--- config.mk ---
export PLATFORM = sky130hd
export DESIGN_NAME = cam_capture_ctrl_flat
export DESIGN_NICKNAME = d
export VERILOG_FILES = /design/src/rtl/cam_ctrl_pkg.sv /design/src/rtl/cam_capture_ctrl_if.sv /design/src/rtl/cam_edge_det.sv /design/src/rtl/cam_capture_ctrl.sv /design/src/flat_wrapper.sv
export SDC_FILE = /design/constraint.sdc
export NUM_CORES = 1
export LEC_CHECK = 0
export CAP_MARGIN = 25
export CORE_MARGIN = 2
export CORE_UTILIZATION = 30
export CTS_BUF_LIST = sky130_fd_sc_hd__clkbuf_8
export CTS_CLUSTER_DIAMETER = 40
export CTS_CLUSTER_SIZE = 8
export DETAILED_ROUTE_END_ITERATION = 7
export PLACE_DENSITY = 0.61
export REMOVE_ABC_BUFFERS = 1
export SLEW_MARGIN = 20
export SYNTH_ARGS = -nofsm -noshare
export SYNTH_HDL_FRONTEND = slang
export SYNTH_SLANG_ARGS = --single-unit
--- constraint.sdc ---
create_clock -name pclk -period 2.6 [get_ports pclk]
set_clock_uncertainty 0.15 [all_clocks]
set_input_delay 0.26 -clock pclk [delete_from_list [all_inputs] [get_ports pclk]]
set_output_delay 0.26 -clock pclk [all_outputs]
set_load 0.02 [all_outputs]
--- src/rtl/cam_ctrl_pkg.sv ---
// Shared state encoding and default sizing for the camera capture controller.
package cam_ctrl_pkg;

  localparam int TIMEOUT_FRAMES_DEF = 4;
  localparam int CNT_W_DEF          = 8;

  typedef enum logic [2:0] {
    ST_IDLE    = 3'd0,
    ST_ARM     = 3'd1,
    ST_CAPTURE = 3'd2,
    ST_HOLD    = 3'd3,
    ST_ERROR   = 3'd4
  } cam_state_e;

  // States in which the CPU may own the frame buffer.
  function automatic logic grant_state(input cam_state_e s);
    return (s == ST_IDLE) || (s == ST_HOLD);
  endfunction

endpackage

--- src/rtl/cam_capture_ctrl_if.sv ---
// Control/status bundle between CPU/camera side (master) and the capture controller (slave).
interface cam_capture_ctrl_if
  import cam_ctrl_pkg::*;
#(
  parameter int CNT_W = CNT_W_DEF
);
  logic             start;
  logic             mode;
  logic             abort;
  logic             vsync;
  logic             done_image;
  logic             cpu_req;
  logic             cam_init;
  logic             cpu_gnt;
  logic             busy;
  logic             irq;
  logic             timeout;
  logic [CNT_W-1:0] frame_cnt;

  modport master (
    output start, mode, abort, vsync, done_image, cpu_req,
    input  cam_init, cpu_gnt, busy, irq, timeout, frame_cnt
  );

  modport slave (
    input  start, mode, abort, vsync, done_image, cpu_req,
    output cam_init, cpu_gnt, busy, irq, timeout, frame_cnt
  );
endinterface

--- src/rtl/cam_edge_det.sv ---
// Registered edge detector; the history register always tracks the input, reset or not.
module cam_edge_det
  import cam_ctrl_pkg::*;
#(
  parameter int W = 2
) (
  input  logic         pclk,
  input  logic [W-1:0] sig,
  output logic [W-1:0] rise,
  output logic [W-1:0] fall
);
  logic [W-1:0] sig_q;

  always_ff @(posedge pclk) begin
    sig_q <= sig;
  end

  assign rise = sig & ~sig_q;
  assign fall = sig_q & ~sig;
endmodule

--- src/rtl/cam_capture_ctrl.sv ---
// Camera capture sequencer: arms the datapath, qualifies completion against vsync, arbitrates
// frame-buffer ownership with the CPU. CAM_CAPTURE_CTRL_TIMEOUT_EN adds the vsync timeout/ERROR path.
module cam_capture_ctrl
  import cam_ctrl_pkg::*;
#(
  parameter int TIMEOUT_FRAMES = TIMEOUT_FRAMES_DEF,
  parameter int CNT_W          = CNT_W_DEF
) (
  input  logic              pclk,
  input  logic              rst,
  cam_capture_ctrl_if.slave bus
);
  // state   | meaning
  // IDLE    | datapath off, waiting for start
  // ARM     | one cycle, qualifier/edge count/timeout freshly cleared
  // CAPTURE | datapath on, waiting for done_image after a vsync fall
  // HOLD    | frame held for CPU readout
  // ERROR   | vsync timeout, left by start or abort

  cam_state_e       state_q, state_d;
  logic             pend_q, pend_d;
  logic             qual_q;
  logic             gnt_q;
  logic [CNT_W-1:0] frame_cnt_q;
  logic [1:0]       edge_rise, edge_fall;
  logic             vsync_fall;
  logic             complete;
  logic             to_hit;
  logic             unused_edges;

  cam_edge_det #(.W(2)) u_edge_det (
    .pclk (pclk),
    .sig  ({bus.done_image, bus.vsync}),
    .rise (edge_rise),
    .fall (edge_fall)
  );

  assign vsync_fall   = edge_fall[0];
  assign unused_edges = ^{edge_rise, edge_fall[1]};

  // A sticky done_image only counts once a vsync fall has been seen in this capture.
  assign complete = (state_q == ST_CAPTURE) && bus.done_image && qual_q;

  always_comb begin
    state_d = state_q;
    pend_d  = pend_q;
    case (state_q)
      ST_IDLE, ST_HOLD: begin
        if ((bus.start || pend_q) && !bus.cpu_req) begin
          state_d = ST_ARM;
          pend_d  = 1'b0;
        end else if (bus.start) begin
          pend_d = 1'b1;
        end
      end
      ST_ARM:     state_d = ST_CAPTURE;
      ST_CAPTURE: begin
        if (complete) begin
          state_d = (bus.mode && !bus.cpu_req) ? ST_ARM : ST_HOLD;
        end else if (to_hit) begin
          state_d = ST_ERROR;
        end
      end
      ST_ERROR: begin
        if (bus.start) state_d = ST_ARM;
      end
      default:    state_d = ST_IDLE;
    endcase
    if (bus.abort) begin
      state_d = ST_IDLE;
      pend_d  = 1'b0;
    end
  end

  always_ff @(posedge pclk) begin
    if (!rst) begin
      state_q     <= ST_IDLE;
      pend_q      <= 1'b0;
      qual_q      <= 1'b0;
      gnt_q       <= 1'b0;
      frame_cnt_q <= '0;
    end else begin
      state_q <= state_d;
      pend_q  <= pend_d;
      gnt_q   <= grant_state(state_d) && bus.cpu_req;
      if (state_d == ST_ARM) begin
        qual_q <= 1'b0;
      end else if ((state_q == ST_CAPTURE) && vsync_fall) begin
        qual_q <= 1'b1;
      end
      if (bus.irq) frame_cnt_q <= frame_cnt_q + CNT_W'(1);
    end
  end

  assign bus.irq       = complete && !bus.abort && rst;
  assign bus.cam_init  = rst && ((state_q == ST_ARM) || (state_q == ST_CAPTURE));
  assign bus.busy      = (state_q == ST_ARM) || (state_q == ST_CAPTURE);
  assign bus.cpu_gnt   = gnt_q;
  assign bus.frame_cnt = frame_cnt_q;

`ifdef CAM_CAPTURE_CTRL_TIMEOUT_EN
  localparam int EC_W = $clog2(TIMEOUT_FRAMES + 1);

  logic [EC_W-1:0] edge_cnt_q;
  logic            timeout_q;

  // Threshold is the fall that brings the count up to TIMEOUT_FRAMES; completion wins in the FSM.
  assign to_hit = (state_q == ST_CAPTURE) && vsync_fall &&
                  (edge_cnt_q == EC_W'(TIMEOUT_FRAMES - 1));

  always_ff @(posedge pclk) begin
    if (!rst) begin
      edge_cnt_q <= '0;
      timeout_q  <= 1'b0;
    end else if (state_d == ST_ARM) begin
      edge_cnt_q <= '0;
      timeout_q  <= 1'b0;
    end else begin
      if ((state_q == ST_CAPTURE) && vsync_fall) edge_cnt_q <= edge_cnt_q + EC_W'(1);
      if ((state_q == ST_CAPTURE) && (state_d == ST_ERROR)) timeout_q <= 1'b1;
    end
  end

  assign bus.timeout = timeout_q;
`else
  localparam int unused_timeout_frames = TIMEOUT_FRAMES;

  assign to_hit      = 1'b0;
  assign bus.timeout = 1'b0;
`endif

endmodule
--- src/flat_wrapper.sv ---
// flat-port wrapper written by rule: the top's interface ports become plain ports
module cam_capture_ctrl_flat import cam_ctrl_pkg::*;
#(
  parameter int TIMEOUT_FRAMES = TIMEOUT_FRAMES_DEF,
  parameter int CNT_W          = CNT_W_DEF
)
  (pclk, rst, bus_start, bus_mode, bus_abort, bus_vsync, bus_done_image, bus_cpu_req, bus_cam_init, bus_cpu_gnt, bus_busy, bus_irq, bus_timeout, bus_frame_cnt);
  cam_capture_ctrl_if #(.CNT_W(CNT_W)) bus_i ();
  input  logic pclk;
  input  logic rst;
  input wire logic [$bits(bus_i.start)-1:0] bus_start;
  input wire logic [$bits(bus_i.mode)-1:0] bus_mode;
  input wire logic [$bits(bus_i.abort)-1:0] bus_abort;
  input wire logic [$bits(bus_i.vsync)-1:0] bus_vsync;
  input wire logic [$bits(bus_i.done_image)-1:0] bus_done_image;
  input wire logic [$bits(bus_i.cpu_req)-1:0] bus_cpu_req;
  output wire logic [$bits(bus_i.cam_init)-1:0] bus_cam_init;
  output wire logic [$bits(bus_i.cpu_gnt)-1:0] bus_cpu_gnt;
  output wire logic [$bits(bus_i.busy)-1:0] bus_busy;
  output wire logic [$bits(bus_i.irq)-1:0] bus_irq;
  output wire logic [$bits(bus_i.timeout)-1:0] bus_timeout;
  output wire logic [$bits(bus_i.frame_cnt)-1:0] bus_frame_cnt;
  assign bus_i.start = bus_start;
  assign bus_i.mode = bus_mode;
  assign bus_i.abort = bus_abort;
  assign bus_i.vsync = bus_vsync;
  assign bus_i.done_image = bus_done_image;
  assign bus_i.cpu_req = bus_cpu_req;
  assign bus_cam_init = bus_i.cam_init;
  assign bus_cpu_gnt = bus_i.cpu_gnt;
  assign bus_busy = bus_i.busy;
  assign bus_irq = bus_i.irq;
  assign bus_timeout = bus_i.timeout;
  assign bus_frame_cnt = bus_i.frame_cnt;
  cam_capture_ctrl #(.TIMEOUT_FRAMES(TIMEOUT_FRAMES), .CNT_W(CNT_W)) u_core (.pclk(pclk), .rst(rst), .bus(bus_i));
endmodule
Yosys cells after proc, flatten, opt, wreduce, memory -nomap -nowiden
Cells that the tools add are included.
- add/subtract/negate cells: 1
- $mul: 0
- divide/modulo/power cells: 0
- magnitude comparators: 0
- equality and inequality tests: 6
- shift operators: 0
- muxes and demuxes: 8
- bitwise operators: 3
- reductions and logical operators: 21
- operator list (operator ; count):
    $mux W3 ; 4
    $pmux W3 S4 ; 1
    $eq A3 B2 Y1 const B ; 3
    $logic_and A1 B1 Y1 ; 9
    $add A8 B1 Y8 const B ; 1
    $eq A3 B1 Y1 const B ; 2
    $logic_not A3 Y1 ; 2
    $reduce_or A2 Y1 ; 3
    $eq A3 B3 Y1 const B ; 1
    $logic_or A1 B1 Y1 ; 3
    $logic_not A1 Y1 ; 2
    $mux W1 ; 2
    $mux W2 ; 1
    $not A1 Y1 ; 2
    $reduce_and A2 Y1 ; 1
    $reduce_bool A2 Y1 ; 1
    $and A1 B1 Y1 ; 1
- bits in registers: 15
- latch bits: 0
- memory bits (writable): 0
- ROM bits: 0
- input bits: 8
- output and inout bits: 13
- word-level logic and storage cells: 45
- memories kept: 0

Longest topological paths before layout
- word-level depth: 9
- gate-level depth with buffers: 6
- mapped depth without buffers: 5

Modules after synthesis
A second synthesis with hierarchy kept.
- cells, all modules: 83
- area, all modules: 762.0 µm²
- modules (own cells, without submodules) (module ; instances ; cells an instance ; area an instance (µm²) ; seq. area each (µm²)):
    cam_capture_ctrl ; 1 ; 77 ; 686.9 ; 280.3
    cam_edge_det ; 1 ; 6 ; 75.1 ; 40.0

Worst setup path after synthesis
Ideal clock, no wire load.
- path type: flip-flop to flip-flop
- start point: register u_core.state_q[2]
- end point: register u_core.frame_cnt_q[6], in the netlist u_core.bus.frame_cnt[6]
- library setup time: 0.115 ns
- arrival: 1.683 ns
- data required time: 2.335 ns
- setup slack: 0.652 ns
- stages on the path, launching flop included: 7
- buffers on the path: 1
- period minus slack after synthesis: 1.948 ns
- cell sequence: dfxtp_1 buf_6 or3b_4 nor3_4 nand4_1 xnor2_1 and2_1
- cells in the longest elaborated chain, start to end: 5
- ends and longest elaborated chain (item ; line ; RTL):
    start, declared ; cam_capture_ctrl.sv:20 ; cam_state_e state_q, state_d;
    start signal, assigned ; cam_capture_ctrl.sv:83 ; state_q <= state_d;
    $eq A3 B2 Y1 ; cam_capture_ctrl.sv:42 ; assign complete = (state_q == ST_CAPTURE) && bus.done_image && qual_q;
    $logic_and A1 B1 Y1 (2 in series) ; cam_capture_ctrl.sv:42 ;
    $logic_and A1 B1 Y1 (2 in series) ; cam_capture_ctrl.sv:95 ; assign bus.irq = complete && !bus.abort && rst;
    via bus_irq ; flat_wrapper.sv:20 ; output wire logic [$bits(bus_i.irq)-1:0] bus_irq;
    end signal, assigned ; cam_capture_ctrl.sv:91 ; if (bus.irq) frame_cnt_q <= frame_cnt_q + CNT_W'(1);
    end, declared ; cam_capture_ctrl.sv:24 ; logic [CNT_W-1:0] frame_cnt_q;
The timed path passes the listed nets, and every way through them passes these cells.
A chain may end at the register's enable or synchronous reset.

Worst setup path in the final report
- start point: register u_core.state_q[1]
- end point: output port bus_irq
- cells in the longest elaborated chain, start to end: 5
- ends and longest elaborated chain (item ; line):
    $eq A3 B2 Y1 ; cam_capture_ctrl.sv:42
    $logic_and A1 B1 Y1 (2 in series) ; cam_capture_ctrl.sv:42
    $logic_and A1 B1 Y1 (2 in series) ; cam_capture_ctrl.sv:95
    end, declared ; flat_wrapper.sv:20
Every way passes these cells.

==> results.py <==
metrics = {
    "worst_setup_path": {
        "critical-path-slowest-cell": "sky130_fd_sc_hd__clkdlybuf4s50_1",
        "critical_path.n_buffers_inverters": 1,
        "cp.required_ps": 2190,
        "critical_path.startpoint_type": "register",
        "critical_path.top_delay_family": "simple AND/OR/NAND/NOR gates",
        "critical_path.cell_chain": "or3b_4 > nor3_4 > clkdlybuf4s50_1",
        "worstPathMaxFanout": 6,
        "critical_path.max_stage_delay_ps": 620,
        "critical_path_arrival_ps": 1950,
        "crit_type": "reg2out",
        "worst_setup_end_kind": "output port",
    },
    "cts": {
        "htree_num_levels": 1,
        "post_cts_hold_buffer_count": 0,
        "cts_buffer_depth": 2,
        "cts.reportedPaths.clkPinSlew_ps": 60,
        "cts-resized-gates": 0,
        "cts_num_sinks": 15,
        "tritoncts.num_buffers": 3,
        "root_buffer": "sky130_fd_sc_hd__clkbuf_8",
        "cts_tree": "yes",
        "clock_insertion_delay_worst_skew_ps": 250,
        "post_cts.repair.setup_buffers": 0,
    },
    "power_and_ir_drop": {
        "leakage_nw": 0.393,
        "p_sw_frac": 0.228,
        "comb_power_share": 0.092,
        "cellPowerDensity_nw_per_um2": 470,
        "power.ir.vdd_worst_mv": 0.337,
        "net-switching-power_w": 0.000106,
        "sequentialPowerShare": 0.502,
        "power.internal_w": 0.000361,
        "power.share.clock": 0.406,
    },
    "floorplan": {
        "die_x_um": 53.4,
        "boundaryPins": 21,
        "die_area_um2": 2850,
        "num_rows": 17,
        "die-height_um": 53.4,
        "starting_density": 0.325,
        "coreArea_um2": 2250,
    },
    "timing": {
        "finalWorstPathRequiredPeriod_ps": 2360,
        "setup_viol": 0,
        "final-max-slew-violation-count": 0,
        "fmax_mhz": 424,
        "rsz0062_at_grt": "false",
        "fin_ws_ps": 240,
        "final_cycle_utilization_of_the_critical_path": 0.908,
        "finalSetupTns_ps": 0,
        "hold_viol": 0,
    },
    "yosys": {
        "synth.yosys.warnings": 0,
        "synth_cell_type_count": 32,
        "synth.avg_cell_area_um2": 9.27,
        "synth_async_sr_flop_share": 0,
        "synth_edf_count": 0,
        "synth_instances": 79,
        "postSynth.topFlopCell": "sky130_fd_sc_hd__dfxtp_1",
        "netlist_area_um2": 732,
        "yosysSeqAreaShare": 0.410,
        "register_bit_count_reported_by_yosys": 15,
    },
    "global_route": {
        "grt_pass1_wl_um": 2470,
        "gr-usage-all-layers": 0.122,
        "vias_in_the_first_global_route": 598,
        "grt-ovfl-total": 0,
        "maximum_number_of_pins_on_one_net_before_global_route_repair": 14,
        "antenna_violations_before_repair": 0,
    },
    "final_layout": {
        "final_cell_mix": "sky130_fd_sc_hd__clkdlybuf4s50_1 (19), sky130_fd_sc_hd__dfxtp_1 (15), sky130_fd_sc_hd__nand2_1 (6), sky130_fd_sc_hd__and2_1 (6)",
        "area_growth_pct": 36.1,
        "num_antenna_cells": 0,
        "net_count_reported_at_finish": 111,
        "layout_commonest_cell": "sky130_fd_sc_hd__clkdlybuf4s50_1",
        "layout-drive-gt1-share": 0.109,
        "layout.filler_cells": 242,
    },
    "route": {
        "avgRoutedWirePerCell_um": 11.4,
        "vias": 629,
        "drc": 0,
        "first_pass_iteration_count_of_the_detailed_router": 4,
        "drt-total-wl_um": 1470,
        "dr.first_iter.drc_count": 6,
        "avgViaCountPerCell": 4.88,
        "drtAntennaViolNets": 0,
    },
    "place": {
        "place_hpwl_um": 1150,
        "pre_cts_slack_ps": 414,
        "portBuffers": 19,
        "gp_congestion": 0.840,
    },
    "run": {
        "max_cap_violations": 0,
    },
    "outcome": {
        "status": "completed",
    },
    "min_path": {
        "hold_path_class": "in2reg",
    },
}
per-layer routing:
layer  GRT usage  share of wire  wire, um
met1       0.125           0.44       643
met2       0.218           0.47       693
met5           0              0         0
met4      0.0385         0.0068        10
met3      0.0537          0.081       118
layout make-up:
type                            count  area [um^2]  area share
Sequential cell                    15          300       0.302
Clock buffer                        3         41.3      0.0415
Inverter                            2         7.51     0.00754
Tap cell                           28         35.0      0.0352
Timing Repair Buffer               21          205       0.206
Clock inverter                      1         5.00     0.00503
Multi-Input combinational cell     59          402       0.403
through the flow:
step	area, um^2	utilization	cells	hold WS, ps	total power, W
6_report	996	0.442	129	335	0.000468
5_1_grt	996	0.442	129	354	0.000491
3_5_place_dp	950	0.421	125	353	0.000283
3_3_place_gp	950	0.421	125	336	0.000283
4_1_cts	996	0.442	129	335	0.000475
2_1_floorplan	709	-	76	138	0.000260
power by group through the flow:
| stage | Clock, W | Sequential (W) | Combinational (W) |
|---|---|---|---|
| floorplan | 0 | 0.000241 | 0.0000187 |
| global placement | 0 | 0.000240 | 0.0000431 |
| detailed placement | 0 | 0.000240 | 0.0000434 |
| CTS | 0.000196 | 0.000235 | 0.0000436 |
| global route | 0.000209 | 0.000235 | 0.0000471 |
| finish | 0.000190 | 0.000235 | 0.0000431 |
worst register-to-register path, cell delays in order, from the launching register on:
cell and delay, ps:
sky130_fd_sc_hd__dfxtp_1 410, sky130_fd_sc_hd__or3b_4 450, sky130_fd_sc_hd__nor3_4 210, sky130_fd_sc_hd__buf_4 160, sky130_fd_sc_hd__nand4_1 110, sky130_fd_sc_hd__xnor2_1 130
sky130_fd_sc_hd__and2_1 140
cells by family after synthesis:
group                    count (synthesis)  share of synthesized area
AO/OA/AOI/OAI                           13                      0.115
XOR/XNOR                                 8                     0.0957
adder cells (fa/ha/maj)                  1                     0.0171
buffers and inverters                    5                     0.0410
flip-flops                              15                      0.410
other                                    1                    0.00512
AND/OR/NAND/NOR                         36                      0.316
state kept, by name (all words and copies together), names as in the netlist:
register                 count
u_core.bus.cpu_gnt           1
u_core.bus.frame_cnt         8
u_core.pend_q                1
u_core.qual_q                1
u_core.state_q               3
u_core.u_edge_det.sig_q      1
path summary, 6_finish.rpt:
path                           startpoint                         end  slack (ps)  cells past startpoint
setup / recovery        u_core.state_q[1]                     bus_irq         240                      3
hold / removal                  bus_vsync  u_core.u_edge_det.sig_q[0]         340                      1
setup reg to reg        u_core.state_q[1]     u_core.bus.frame_cnt[6]         720                      6
hold reg to reg   u_core.bus.frame_cnt[1]     u_core.bus.frame_cnt[1]         360                      2
synth_stat cells (all sizes together) (2+ instances only):
cell,number,share of area
a21oi,4,0.027
a31oi,2,0.017
and2,6,0.051
and3,2,0.017
buf,2,0.026
dfxtp,15,0.41
inv,2,0.010
nand2,6,0.031
nand3,4,0.027
nand4,2,0.017
nor2,4,0.021
nor2b,2,0.017
nor3b,2,0.021
nor4,2,0.038
o21ai,3,0.021
xnor2,4,0.048
xor2,4,0.048
Note: power is estimated with default switching activity, not from simulation.
